==> src/rtl/dmem_arbiter.sv <==
// dmem_arbiter: two-port arbiter in front of a single-ported data memory.
// One command is accepted per IDLE cycle and walks IDLE -> ACCESS (-> RESP
// for reads) -> IDLE. The memory registers read data on the ACCESS edge, so
// RESP passes mem_data_out straight through to the winner's rdata.
// Optional build macro: DMEM_ARB_ROUND_ROBIN_EN selects round-robin tie
// breaking. When it is undefined, port 0 wins every tie.
module dmem_arbiter #(
  parameter int addresswidth = 32,
  parameter int width        = 32
) (
  input  logic                    clk,
  input  logic                    reset,
  input  logic                    p0_req,
  input  logic                    p0_we,
  input  logic [addresswidth-1:0] p0_addr,
  input  logic [width-1:0]        p0_wdata,
  input  logic                    p1_req,
  input  logic                    p1_we,
  input  logic [addresswidth-1:0] p1_addr,
  input  logic [width-1:0]        p1_wdata,
  output logic                    p0_gnt,
  output logic                    p0_rvalid,
  output logic [width-1:0]        p0_rdata,
  output logic                    p1_gnt,
  output logic                    p1_rvalid,
  output logic [width-1:0]        p1_rdata,
  output logic [addresswidth-1:0] mem_address,
  output logic                    mem_write_en,
  output logic                    mem_read_en,
  output logic [width-1:0]        mem_data_in,
  input  logic [width-1:0]        mem_data_out,
  output logic                    busy
);

  typedef enum logic [1:0] {IDLE, ACCESS, RESP} state_e;

  state_e                  state_q, state_d;
  logic                    we_q, we_d;
  logic [addresswidth-1:0] addr_q, addr_d;
  logic [width-1:0]        wdata_q, wdata_d;
  logic                    port_q, port_d;   // 0 = port 0 owns the transaction
  logic                    win;              // port selected in IDLE

`ifdef DMEM_ARB_ROUND_ROBIN_EN
  logic ptr_q, ptr_d;                        // port preferred on the next tie

  // Tie goes to the pointer; a lone request wins outright.
  always_comb begin
    win = (p0_req && p1_req) ? ptr_q : !p0_req;
  end
`else
  // Fixed priority: port 0 whenever it is requesting.
  always_comb begin
    win = !p0_req;
  end
`endif

  // State and command registers; reset aborts any in-flight transaction.
  always_ff @(posedge clk or posedge reset) begin
    if (reset) begin
      state_q <= IDLE;
      we_q    <= 1'b0;
      addr_q  <= '0;
      wdata_q <= '0;
      port_q  <= 1'b0;
`ifdef DMEM_ARB_ROUND_ROBIN_EN
      ptr_q   <= 1'b0;
`endif
    end else begin
      state_q <= state_d;
      we_q    <= we_d;
      addr_q  <= addr_d;
      wdata_q <= wdata_d;
      port_q  <= port_d;
`ifdef DMEM_ARB_ROUND_ROBIN_EN
      ptr_q   <= ptr_d;
`endif
    end
  end

  // Next state; the command is captured only when leaving IDLE, so input
  // changes during ACCESS/RESP have no effect.
  always_comb begin
    state_d = state_q;
    we_d    = we_q;
    addr_d  = addr_q;
    wdata_d = wdata_q;
    port_d  = port_q;
`ifdef DMEM_ARB_ROUND_ROBIN_EN
    ptr_d   = ptr_q;
`endif
    case (state_q)
      IDLE: begin
        if (p0_req || p1_req) begin
          state_d = ACCESS;
          port_d  = win;
          we_d    = win ? p1_we    : p0_we;
          addr_d  = win ? p1_addr  : p0_addr;
          wdata_d = win ? p1_wdata : p0_wdata;
`ifdef DMEM_ARB_ROUND_ROBIN_EN
          ptr_d   = !win;
`endif
        end
      end
      ACCESS:  state_d = we_q ? IDLE : RESP;
      RESP:    state_d = IDLE;
      default: state_d = IDLE;
    endcase
  end

  // Outputs decode from registered state only, so reset clears them at once.
  assign busy         = (state_q != IDLE);
  assign mem_address  = addr_q;
  assign mem_data_in  = wdata_q;
  assign mem_write_en = (state_q == ACCESS) &&  we_q;
  assign mem_read_en  = (state_q == ACCESS) && !we_q;

  assign p0_gnt    = (state_q == ACCESS) && !port_q;
  assign p1_gnt    = (state_q == ACCESS) &&  port_q;
  assign p0_rvalid = (state_q == RESP)   && !port_q;
  assign p1_rvalid = (state_q == RESP)   &&  port_q;
  assign p0_rdata  = p0_rvalid ? mem_data_out : '0;
  assign p1_rdata  = p1_rvalid ? mem_data_out : '0;

endmodule

==> config.mk <==
export PLATFORM = sky130hd
export DESIGN_NAME = dmem_arbiter
export DESIGN_NICKNAME = d
export VERILOG_FILES = /design/src/rtl/dmem_arbiter.sv
export SDC_FILE = /design/constraint.sdc
export NUM_CORES = 1
export LEC_CHECK = 0
export ABC_AREA = 1
export BUFFER_PORTS_ARGS = -buffer_cell sky130_fd_sc_hd__buf_2
export CAP_MARGIN = 20
export CORE_AREA = 8 8 112 114
export CTS_BUF_LIST = sky130_fd_sc_hd__clkbuf_2 sky130_fd_sc_hd__clkbuf_4 sky130_fd_sc_hd__clkbuf_8
export CTS_CLUSTER_SIZE = 20
export DETAILED_ROUTE_END_ITERATION = 8
export DIE_AREA = 0 0 120 122
export PLACE_DENSITY = 0.74
export SYNTH_ARGS = -nofsm -noshare
export SYNTH_HDL_FRONTEND = slang
export SYNTH_SLANG_ARGS = --single-unit
==> constraint.sdc <==
create_clock -name clk -period 2.71 [get_ports clk]
set_input_delay 0.271 -clock clk [delete_from_list [all_inputs] [get_ports clk]]
set_output_delay 0.271 -clock clk [all_outputs]
set_load 0.01 [all_outputs]
After elaboration in Yosys (flattened, before gate mapping)
Index checks and enable logic that the tools add are counted.
Storage, ports and cells
  bits in read-only memories: 0
  output and inout port bits: 135
  memory bits (writable): 0
  memories: 0
  register bits: 68
  bits in latches: 0
Operators by class
  div/mod/pow operators: 0
  bitwise logic cells: 0
  $mul: 0
  equality and inequality tests: 3
  reduce and logical (&&, ||, !) cells: 13
  order comparisons: 0
  shift-type cells: 0
  muxes and demuxes: 8
  $add $sub $neg: 0
Operators by type and width (count)
  2-to-1 mux 32 bit: 4
  logical AND 1 bit: 6
  2-to-1 mux 2 bit: 2
  case mux 2 bit (2 select lines): 1
  logical NOT 1 bit: 3
  == test 2 x 1 -> 1 bit (second input constant): 1
  == test 2 bit (second input constant): 1
  logical NOT 2 bit: 1
  != test 2 bit (second input constant): 1
  AND reduction 2 bit: 1
  nonzero test 2 bit: 1
  logical OR 1 bit: 1
  2-to-1 mux 1 bit: 1

Logic depth before layout (Yosys ltp)
Gate-level depths: netlist of run 1.
  word-level depth: 3
  gate-level depth with buffers: 7

Worst setup path after synthesis of run 1
Ideal clock, no wire load.
  kind: register -> output
  from: register state_q[0]
  to: output port p1_rdata[10]
  path buffers: 1
  slack: 1.466 ns
  stages on the path, launching flop included: 5
  arrival: 0.973 ns
  path through: dfrtp_1 > inv_2 > nand3_1 > clkbuf_1 > nor2_1
On the way
  cells in the longest elaborated chain, start to end: 3
RTL lines
  start, declared: RTL line 37  | state_e state_q, state_d;
  start signal, assigned: RTL line 70  | state_q <= state_d;
  == test 2 bit: RTL line 121  | assign p1_rvalid = (state_q == RESP) && port_q;
  logical AND 1 bit: RTL line 121
  2-to-1 mux 32 bit: RTL line 123  | assign p1_rdata = p1_rvalid ? mem_data_out : '0;
  end, declared: RTL line 26  | output logic [width-1:0] p1_rdata,
No other way between the ends.

Worst setup path after layout of run 1
  from: register state_q[0]
  to: output port p1_rdata[1]
Same word-level chain as after synthesis.

==> results.json, run 1 <==
{
  "status": "complete, no violations",
  "cts_setup_buffers": 0,
  "p_leak_uw": 0.003856,
  "rr_startpoint": "state_q[1]",
  "rsz0062_at_grt": "false",
  "cp-startpoint": "state_q[0]",
  "synth_seq_cells": 68,
  "criticalPathCategory": "register to output pin",
  "std_cell_rows": 38,
  "p_per_area_mw_per_mm2": 880.7,
  "grt.total_usage_pct": 19.73,
  "start_util_pct": 35.59,
  "drt_pre_antenna_iters": 4,
  "io_buffers": 300,
  "cts_root_buf": "clkbuf_8",
  "cts_max_level": 3,
  "final_net_count": 1065,
  "drive_gt1_share_pct": 36.50,
  "cp_slowest_cell": "nand3_1",
  "syn_area_per_cell_um2": 6.201,
  "tns_ns": 0,
  "peakVddDrop_v": 0.0004665,
  "die_y_um": 122,
  "antenna_found_initial": 0,
  "clkTransAtPathRegs_ns": 0.07,
  "crit_fanout": 19,
  "yosysSeqAreaShare_pct": 44.69,
  "finalClockSkew_ns": 0.007745,
  "required_ns": 2.44,
  "drt_iter0_markers": 174,
  "cp.arrival_ns": 1.96,
  "tightest_slew_ns": 0.7160,
  "cts_tree": "done",
  "diodes": 0,
  "drtAntennaViolNets": 0,
  "drc_errors": 0,
  "slew_headroom_pct": 52.13,
  "hpwl_um": 12020,
  "netlist_area_mm2": 0.003807,
  "holdBufCountCts": 0,
  "ctsResizeCount": 0,
  "vias": 4523,
  "gp_congestion": 0.9253,
  "hold_path_class": "primary input to async pin",
  "area_growth_pct": 47.72,
  "crit_family": "buffers and inverters",
  "io_pins": 301,
  "synth_cell_type_count": 10,
  "fp.coreArea_mm2": 0.01070,
  "numCtsBuffers": 9,
  "grt_max_degree": 67,
  "dieWidth_um": 120,
  "crit_path_end_kind": "output pin",
  "clkLatencyLatePin_ns": 0.33,
  "cap_violations": 0,
  "via_per_inst": 4.332,
  "seq_area_mm2": 0.001702,
  "hold_viol_final": 0,
  "dieArea_mm2": 0.01464,
  "grt_pass1_wl_um": 23010,
  "wire_per_inst_um": 14.31,
  "finalMaxSlewViolations": 0,
  "r2r-end": "mem_data_in[28]",
  "slowest_delay_ns": 0.49,
  "fillers": 1151,
  "grt_overflow": 0,
  "period_share_pct": 82.50,
  "rrSetupSlack_ns": 1.08,
  "period_minus_slack_ns": 2.236,
  "cts.sinks": 68,
  "dp_slack_ns": 0.7050,
  "netlist_instances": 614,
  "r2r_cells": 5,
  "clockBufferDepth": 2,
  "max_freq_ghz": 0.4473,
  "yosys_warnings": 0,
  "grt_pass1_vias": 4412,
  "path_buf_inv": 3,
  "crit_chain": "inv_2 > nand3_1 > buf_4 > nor2_1 > buf_2",
  "final-setup-viol-count": 0,
  "multi_input_area_mm2": 0.001782,
  "startpoint_type": "register",
  "setup_ws_ns": 0.4743,
  "syn_nets": 780,
  "wirelength_um": 14940
}
## stage by stage
| step | instance area (um^2) | hold slack [ns] | std cells | utilization, % | total power (uW) |
|---|---|---|---|---|---|
| final | 5624 | 0.01287 | 1044 | 52.57 | 4953 |
| after global routing | 5624 | 0.04539 | 1044 | 52.57 | 5356 |
| after CTS | 5624 | 0.02239 | 1044 | 52.57 | 5053 |
| after detailed placement | 5399 | 0.3920 | 1028 | 50.47 | 4090 |
| after global placement | 5399 | 0.3921 | 1028 | 50.47 | 4040 |
| after floorplan | 3807 | 0.4163 | 614 | - | 3038 |
## how the worst max path moves through the flow
stage	to	cells after the start
5_1_grt	p1_rdata[1]	5
3_5_place_dp	mem_data_in[1]	7
3_3_place_gp	mem_data_in[23]	7
2_1_floorplan	mem_address[0]	1
4_1_cts	p1_rdata[1]	5
6_report	p1_rdata[1]	5
## cells in the mapped netlist
cell type / number / area (um^2)
nor2_2: 1 / 6.260
buf_4: 6 / 45.04
inv_2: 3 / 11.26
nand3_1: 3 / 15.01
nor2_1: 71 / 266.5
nand2_1: 396 / 1486
buf_2: 22 / 110.1
clkbuf_1: 6 / 22.52
inv_1: 38 / 142.6
dfrtp_1: 68 / 1702
## layout by cell type, fill, tap and decap left out
cell type,synthesis,routed
nand2_2,0,1
nor2_1,71,71
buf_4,6,6
inv_2,3,4
dfrtp_1,68,68
inv_1,38,37
clkbuf_8,0,10
nand3_1,3,3
clkinv_2,0,1
buf_12,0,2
bufinv_16,0,2
nand2_1,396,395
clkbuf_4,0,2
buf_2,22,300
clkinvlp_4,0,1
nor2_4,0,1
## registers in the layout, summed over array words and instances, names as in the netlist
register	flops
mem_data_in	32
we_q	1
mem_address	32
port_q	1
state_q	2
## where the power goes
part	total [uW]	switching, uW	leakage [uW]	internal [uW]
registers	1740	250	0.000847	1490
logic	2270	1430	0.00290	845
clock network	943	379	0.000113	563
## worst reg2reg max path, stage by stage (launching register included)
cell and delay [ns]:
dfrtp_1 0.42, nor2_1 0.17, nand2_2 0.43, buf_12 0.36
nand2_1 0.10, nand2_1 0.05
## final cells by class
type                            count  area share, %
Clock inverter                      4          1.290
Multi-Input combinational cell    471          31.68
Clock buffer                       12          2.714
Timing Repair Buffer              308          28.21
Sequential cell                    68          30.26
Tap cell                          140          3.115
Inverter                           41          2.736
## per-layer routing
layer | track usage, % | wire (um)
met5 | 0 | 0
met4 | 7.104 | 368
met3 | 6.849 | 1267
met2 | 36.29 | 7712
met1 | 20.45 | 5591
## cell families after synthesis
| kind of cell | count (synthesis) | synth area share [%] |
|---|---|---|
| buffers and inverters | 75 | 8.709 |
| DFF | 68 | 44.69 |
| and+or+nand+nor | 471 | 46.60 |
(Power assumes the default switching activity.)
==> run 2, diff against run 1 <==
--- a/config.mk
+++ b/config.mk
@@ -8,12 +8,12 @@
 export ABC_AREA = 1
 export BUFFER_PORTS_ARGS = -buffer_cell sky130_fd_sc_hd__buf_2
 export CAP_MARGIN = 20
-export CORE_AREA = 8 8 112 114
+export CORE_MARGIN = 8
+export CORE_UTILIZATION = 37
 export CTS_BUF_LIST = sky130_fd_sc_hd__clkbuf_2 sky130_fd_sc_hd__clkbuf_4 sky130_fd_sc_hd__clkbuf_8
 export CTS_CLUSTER_SIZE = 20
 export DETAILED_ROUTE_END_ITERATION = 8
-export DIE_AREA = 0 0 120 122
-export PLACE_DENSITY = 0.74
+export PLACE_DENSITY = 0.79
 export SYNTH_ARGS = -nofsm -noshare
 export SYNTH_HDL_FRONTEND = slang
 export SYNTH_SLANG_ARGS = --single-unit
==> constraint.sdc (replaced) <==
create_clock -name clk -period 1.9 [get_ports clk]
set_input_delay 0.19 -clock clk [delete_from_list [all_inputs] [get_ports clk]]
set_output_delay 0.19 -clock clk [all_outputs]
set_load 0.01 [all_outputs]
==> run 2 against run 1 <==
Net effect: register-to-register slack lost 0.92 ns; core utilization up 3.6 points; clock-buffer cell count fell by 1; sequential share of layout area is 0.39 points lower; first-iteration DRC count grew 28%; highest routed layer unchanged; worst setup slack got worse by 0.31 ns; combinational power grew 47%; wire length is 2.0% higher; largest power group unchanged; clock skew rose by 0.0031 ns; critical path depth up 1.
==> results.json, run 2 (same netlist as run 1, synthesis figures left out) <==
{
  "status": "complete, no violations",
  "grt_max_degree": 69,
  "crit_fanout": 24,
  "hpwl_um": 12040,
  "vias": 4634,
  "path_buf_inv": 2,
  "period_minus_slack_ns": 1.739,
  "drt_pre_antenna_iters": 4,
  "ctsResizeCount": 0,
  "tightest_slew_ns": 1.029,
  "slew_headroom_pct": 31.30,
  "criticalPathCategory": "register to register",
  "drive_gt1_share_pct": 36.88,
  "wirelength_um": 15230,
  "slowest_delay_ns": 0.58,
  "period_share_pct": 91.50,
  "die_y_um": 117.4,
  "antenna_found_initial": 0,
  "grt_pass1_wl_um": 23330,
  "wire_per_inst_um": 14.55,
  "finalPower_uw": 7319,
  "crit_top_cell": "nand2_1",
  "grt.total_usage_pct": 21.01,
  "start_util_pct": 37.55,
  "gp_congestion": 0.8597,
  "cts_root_buf": "clkbuf_8",
  "dieWidth_um": 117.4,
  "drc_errors": 0,
  "hold_path_class": "primary input to register",
  "required_ns": 2.17,
  "fp.coreArea_mm2": 0.01014,
  "via_per_inst": 4.426,
  "dieArea_mm2": 0.01379,
  "drtAntennaViolNets": 0,
  "drt_iter0_markers": 223,
  "cts.sinks": 68,
  "rsz0062_at_grt": "false",
  "whs_ns": 0.1354,
  "numCtsBuffers": 9,
  "max_freq_ghz": 0.5752,
  "clkLatencyLatePin_ns": 0.33,
  "clockBufferDepth": 2,
  "crit_family": "simple AND/OR/NAND/NOR gates",
  "cts_tree": "done",
  "crit_chain": "inv_2 > nand2_1 > nor2_4 > buf_4 > nand2_1 > nand2_1",
  "final-setup-viol-count": 0,
  "peakVddDrop_v": 0.0005111,
  "grt_overflow": 0,
  "area_growth_pct": 49.62,
  "cap_violations": 0,
  "final_net_count": 1072,
  "diodes": 0,
  "std_cell_rows": 37,
  "cp_slowest_cell": "nor2_4",
  "hold_viol_final": 0,
  "cp.arrival_ns": 2.01,
  "final_cell_mix": "395 x nand2_1, 300 x buf_2, 71 x nor2_1",
  "p_per_area_mw_per_mm2": 1285,
  "finalMaxSlewViolations": 0,
  "finalClockSkew_ns": 0.01085,
  "dp_cells": 1029,
  "cts_max_level": 3,
  "startpoint_type": "register",
  "layout_commonest_cell": "nand2_1",
  "grt_pass1_vias": 4365,
  "clkTransAtPathRegs_ns": 0.08,
  "cts_setup_buffers": 0,
  "crit_path_end_kind": "register",
  "layout.cells.non_filler": 1047,
  "p_leak_uw": 0.003890,
  "io_buffers": 300,
  "io_pins": 301
}
==> run 2: changes by cell type in the layout (fill, tap and decap cells not counted), sizes merged <==
cell	before	now
buf	308	313
bufinv	2	3
clkbuf	12	11
clkinv	1	0
clkinvlp	1	2
dlygate4sd3	0	1
nor2	72	73
==> run 2: report_power, final <==
part	total (uW)	switching, uW	internal [uW]	leakage (uW)
sequential	2490	360	2130	0.000847
combinational	3330	2100	1230	0.00292
clock	1500	553	949	0.000126
total	7320	3020	4300	0.00389
==> run 2: timing repair <==
item	CTS	global route
endpoints found under the hold margin	68	0
hold buffers	1	0
setup endpoints to repair	20	0
==> run 2: through the flow <==
stage               setup WS [ns]  TNS [ns]  util [%]  cell area [um^2]
finish                     0.1614         0     56.19              5697
global route             0.004115         0     56.19              5697
CTS                        0.1311         0     56.19              5697
detailed placement       -0.05062   -0.8104     53.49              5423
global placement         0.005345         0     53.49              5423
floorplan                  0.7366         0         -              3811
==> run 2: cell type report <==
| class | instances | area, um^2 |
|---|---|---|
| fillers | 1065 | 4442 |
| clock inverters | 5 | 106.4 |
| multi-input cells | 472 | 1788 |
| repair buffers | 314 | 1622 |
| flip-flops and latches | 68 | 1702 |
| well taps | 136 | 170.2 |
| clock buffers | 11 | 151.4 |
| inverters | 41 | 157.7 |
==> run 2: worst reg2reg max path: cells and delay by family, from the launching register on <==
family | cells | cell delay (ns)
flops | 1 | 0.39
simple gates | 4 | 0.87
buf+inv | 2 | 0.42
==> run 2: path summary, 6_finish.rpt <==
kind / end / startpoint / slack, ns / cells after the start
max in group asynchronous: mem_data_in[0] / reset / 1.10 / 4
min in group asynchronous: mem_data_in[9] / reset / 0.50 / 4
setup / recovery: we_q / state_q[0] / 0.16 / 6
hold reg to reg: mem_address[30] / mem_address[30] / 0.47 / 2
setup reg to reg: we_q / state_q[0] / 0.16 / 6
hold / removal: mem_data_in[30] / p1_wdata[30] / 0.14 / 5
==> run 2: metal layers <==
metal / GRT usage, % / share of wire [%] / vias up
met5: 0 / 0 / -
met4: 8.597 / 3.1 / 0
met3: 6.331 / 7.1 / 25
met2: 38.59 / 52 / 189
met1: 21.73 / 38 / 2048
li1: - / - / 2372
==> run 3, diff against run 2 <==
--- a/config.mk
+++ b/config.mk
@@ -13,7 +13,7 @@
 export CTS_BUF_LIST = sky130_fd_sc_hd__clkbuf_2 sky130_fd_sc_hd__clkbuf_4 sky130_fd_sc_hd__clkbuf_8
 export CTS_CLUSTER_SIZE = 20
 export DETAILED_ROUTE_END_ITERATION = 8
-export PLACE_DENSITY = 0.79
+export PLACE_DENSITY_LB_ADDON = 0.12
 export SYNTH_ARGS = -nofsm -noshare
 export SYNTH_HDL_FRONTEND = slang
 export SYNTH_SLANG_ARGS = --single-unit
==> run 3 against run 2 <==
Net effect: final cell count fell by 0.19%; hold slack got worse by 0.0037 ns; via count down 1.7%; maximum frequency is 8.5% higher; sequential power about the same; global-route usage is 0.13 points lower; non-clock buffer count down 1; flip-flop and latch count stayed put; wire length shrank 3.4%; total power down 3.1%; critical path type is now register to output pin; largest cell class unchanged; highest routed layer unchanged.
==> results.json, run 3 (same netlist as run 1, synthesis figures left out) <==
{
  "fp.coreArea_mm2": 0.01014,
  "hold_path_class": "primary input to register",
  "via_per_inst": 4.359,
  "grt_pass1_wl_um": 23830,
  "peakVddDrop_v": 0.0005261,
  "grt_pass1_vias": 4710,
  "drt_iter0_markers": 229,
  "drive_gt1_share_pct": 36.74,
  "std_cell_rows": 37,
  "p_leak_uw": 0.003867,
  "gp_congestion": 0.8712,
  "wire_per_inst_um": 14.08,
  "p_per_area_mw_per_mm2": 1254,
  "crit_path_end_kind": "output pin",
  "layout_commonest_cell": "nand2_1",
  "cts.sinks": 68,
  "setup_ws_ns": 0.2974,
  "r2r-end": "mem_address[15]",
  "rr_startpoint": "state_q[1]",
  "stdcell_area_mm2": 0.005654,
  "rsz0062_at_grt": "false",
  "hold_path_end": "port_q",
  "dp_slack_ns": 0.6542,
  "period_minus_slack_ns": 1.603,
  "fillers": 1035,
  "crit_fanout": 33,
  "final-setup-viol-count": 0,
  "clkTransAtPathRegs_ns": 0.07,
  "die_y_um": 117.4,
  "wirelength_um": 14720,
  "slew_headroom_pct": 62.16,
  "r2r_cells": 6,
  "grt.total_usage_pct": 20.88,
  "min_path_cells": 3,
  "hold_viol_final": 0,
  "cap_violations": 0,
  "hold_path.startpoint": "p1_req",
  "finalClockSkew_ns": 0.01130,
  "cp.arrival_ns": 1.41,
  "finalMaxSlewViolations": 0,
  "dieArea_mm2": 0.01379,
  "clkLatencyLatePin_ns": 0.34,
  "final_net_count": 1070,
  "period_share_pct": 84.35,
  "criticalPathCategory": "register to output pin",
  "ctsResizeCount": 0,
  "cts_root_buf": "clkbuf_8",
  "io_buffers": 300,
  "area_growth_pct": 48.50,
  "tightest_slew_ns": 0.5665,
  "grt_max_degree": 37,
  "hpwl_um": 12040,
  "placed_cell_area_mm2": 0.005415,
  "numCtsBuffers": 9,
  "start_util_pct": 37.55,
  "cts_tree": "done",
  "grt_overflow": 0,
  "final_util_pct": 55.77,
  "drtAntennaViolNets": 0,
  "drc_errors": 0,
  "diodes": 0,
  "drt_pre_antenna_iters": 4,
  "antenna_found_initial": 0,
  "io_pins": 301,
  "clockBufferDepth": 2,
  "vias": 4555,
  "final_cell_mix": "395 x nand2_1, 300 x buf_2, 71 x nor2_1",
  "dieWidth_um": 117.4,
  "startpoint_type": "register",
  "tns_ns": 0,
  "max_freq_ghz": 0.6240,
  "status": "complete, no violations",
  "cts_max_level": 3,
  "rrSetupSlack_ns": 0.64,
  "required_ns": 1.71
}
run 3: cell types whose count changed in the layout (fill, tap and decap cells not counted):
| cell | change |
|---|---|
| buf_4 | -1 |
| bufinv_16 | -1 |
| clkbuf_4 | +1 |
| clkbuf_8 | -1 |
| clkinvlp_4 | +1 |
| nor2_2 | -1 |
run 3: area by class of cell:
type	instances	area [um^2]	area share (%)
repair buffers	313	1614	28.55
well taps	136	170.2	3.010
multi-input cells	471	1782	31.51
flip-flops and latches	68	1702	30.10
clock buffers	11	145.1	2.567
clock inverters	5	83.83	1.483
inverters	41	157.7	2.788
run 3: worst max-delay path by stage:
stage                     from        endpoint  depth (start not counted)
floorplan           state_q[0]    p1_rdata[10]                          4
global route            port_q    p0_rdata[18]                          5
detailed placement      p0_req  mem_data_in[1]                          7
CTS                     port_q    p0_rdata[18]                          5
global placement    state_q[0]  mem_address[8]                          6
finish                  port_q    p0_rdata[18]                          5
run 3: report_power, final:
part | internal [uW] | switching (uW) | total (uW)
registers | 2130 | 379 | 2510
clock network | 794 | 541 | 1340
logic | 1200 | 2050 | 3250
total | 4120 | 2970 | 7090
run 3: worst max-delay path: stages (launching register included):
cell and delay, ns:
dfrtp_1 0.39, inv_1 0.07, nand3_1 0.06, buf_4 0.32, nor2_1 0.08, buf_2 0.15
run 3: metal layers:
metal  routed length [um]  part of all wire [%]  global-route usage, %
met5                    0                     0                      0
met4                  216                   1.5                  5.596
met3                 1004                   6.8                  6.427
met2                 7556                    51                  37.58
met1                 5941                    40                  23.20
run 3: per-stage QoR:
| stage | hold WS, ns | total power (uW) | instances |
|---|---|---|---|
| floorplan | 0.3353 | 4334 | 614 |
| global placement | 0.2673 | 5774 | 1028 |
| detailed placement | 0.2822 | 5836 | 1028 |
| CTS | 0.1153 | 7200 | 1045 |
| global route | 0.1316 | 7678 | 1045 |
| finish | 0.1317 | 7090 | 1045 |
run 3: what timing repair did:
| item | 4_1_cts | 5_1_grt |
|---|---|---|
| endpoints found under the hold margin | 23 | 0 |
| hold buffers | 1 | 0 |
| setup buffers | 0 | 0 |
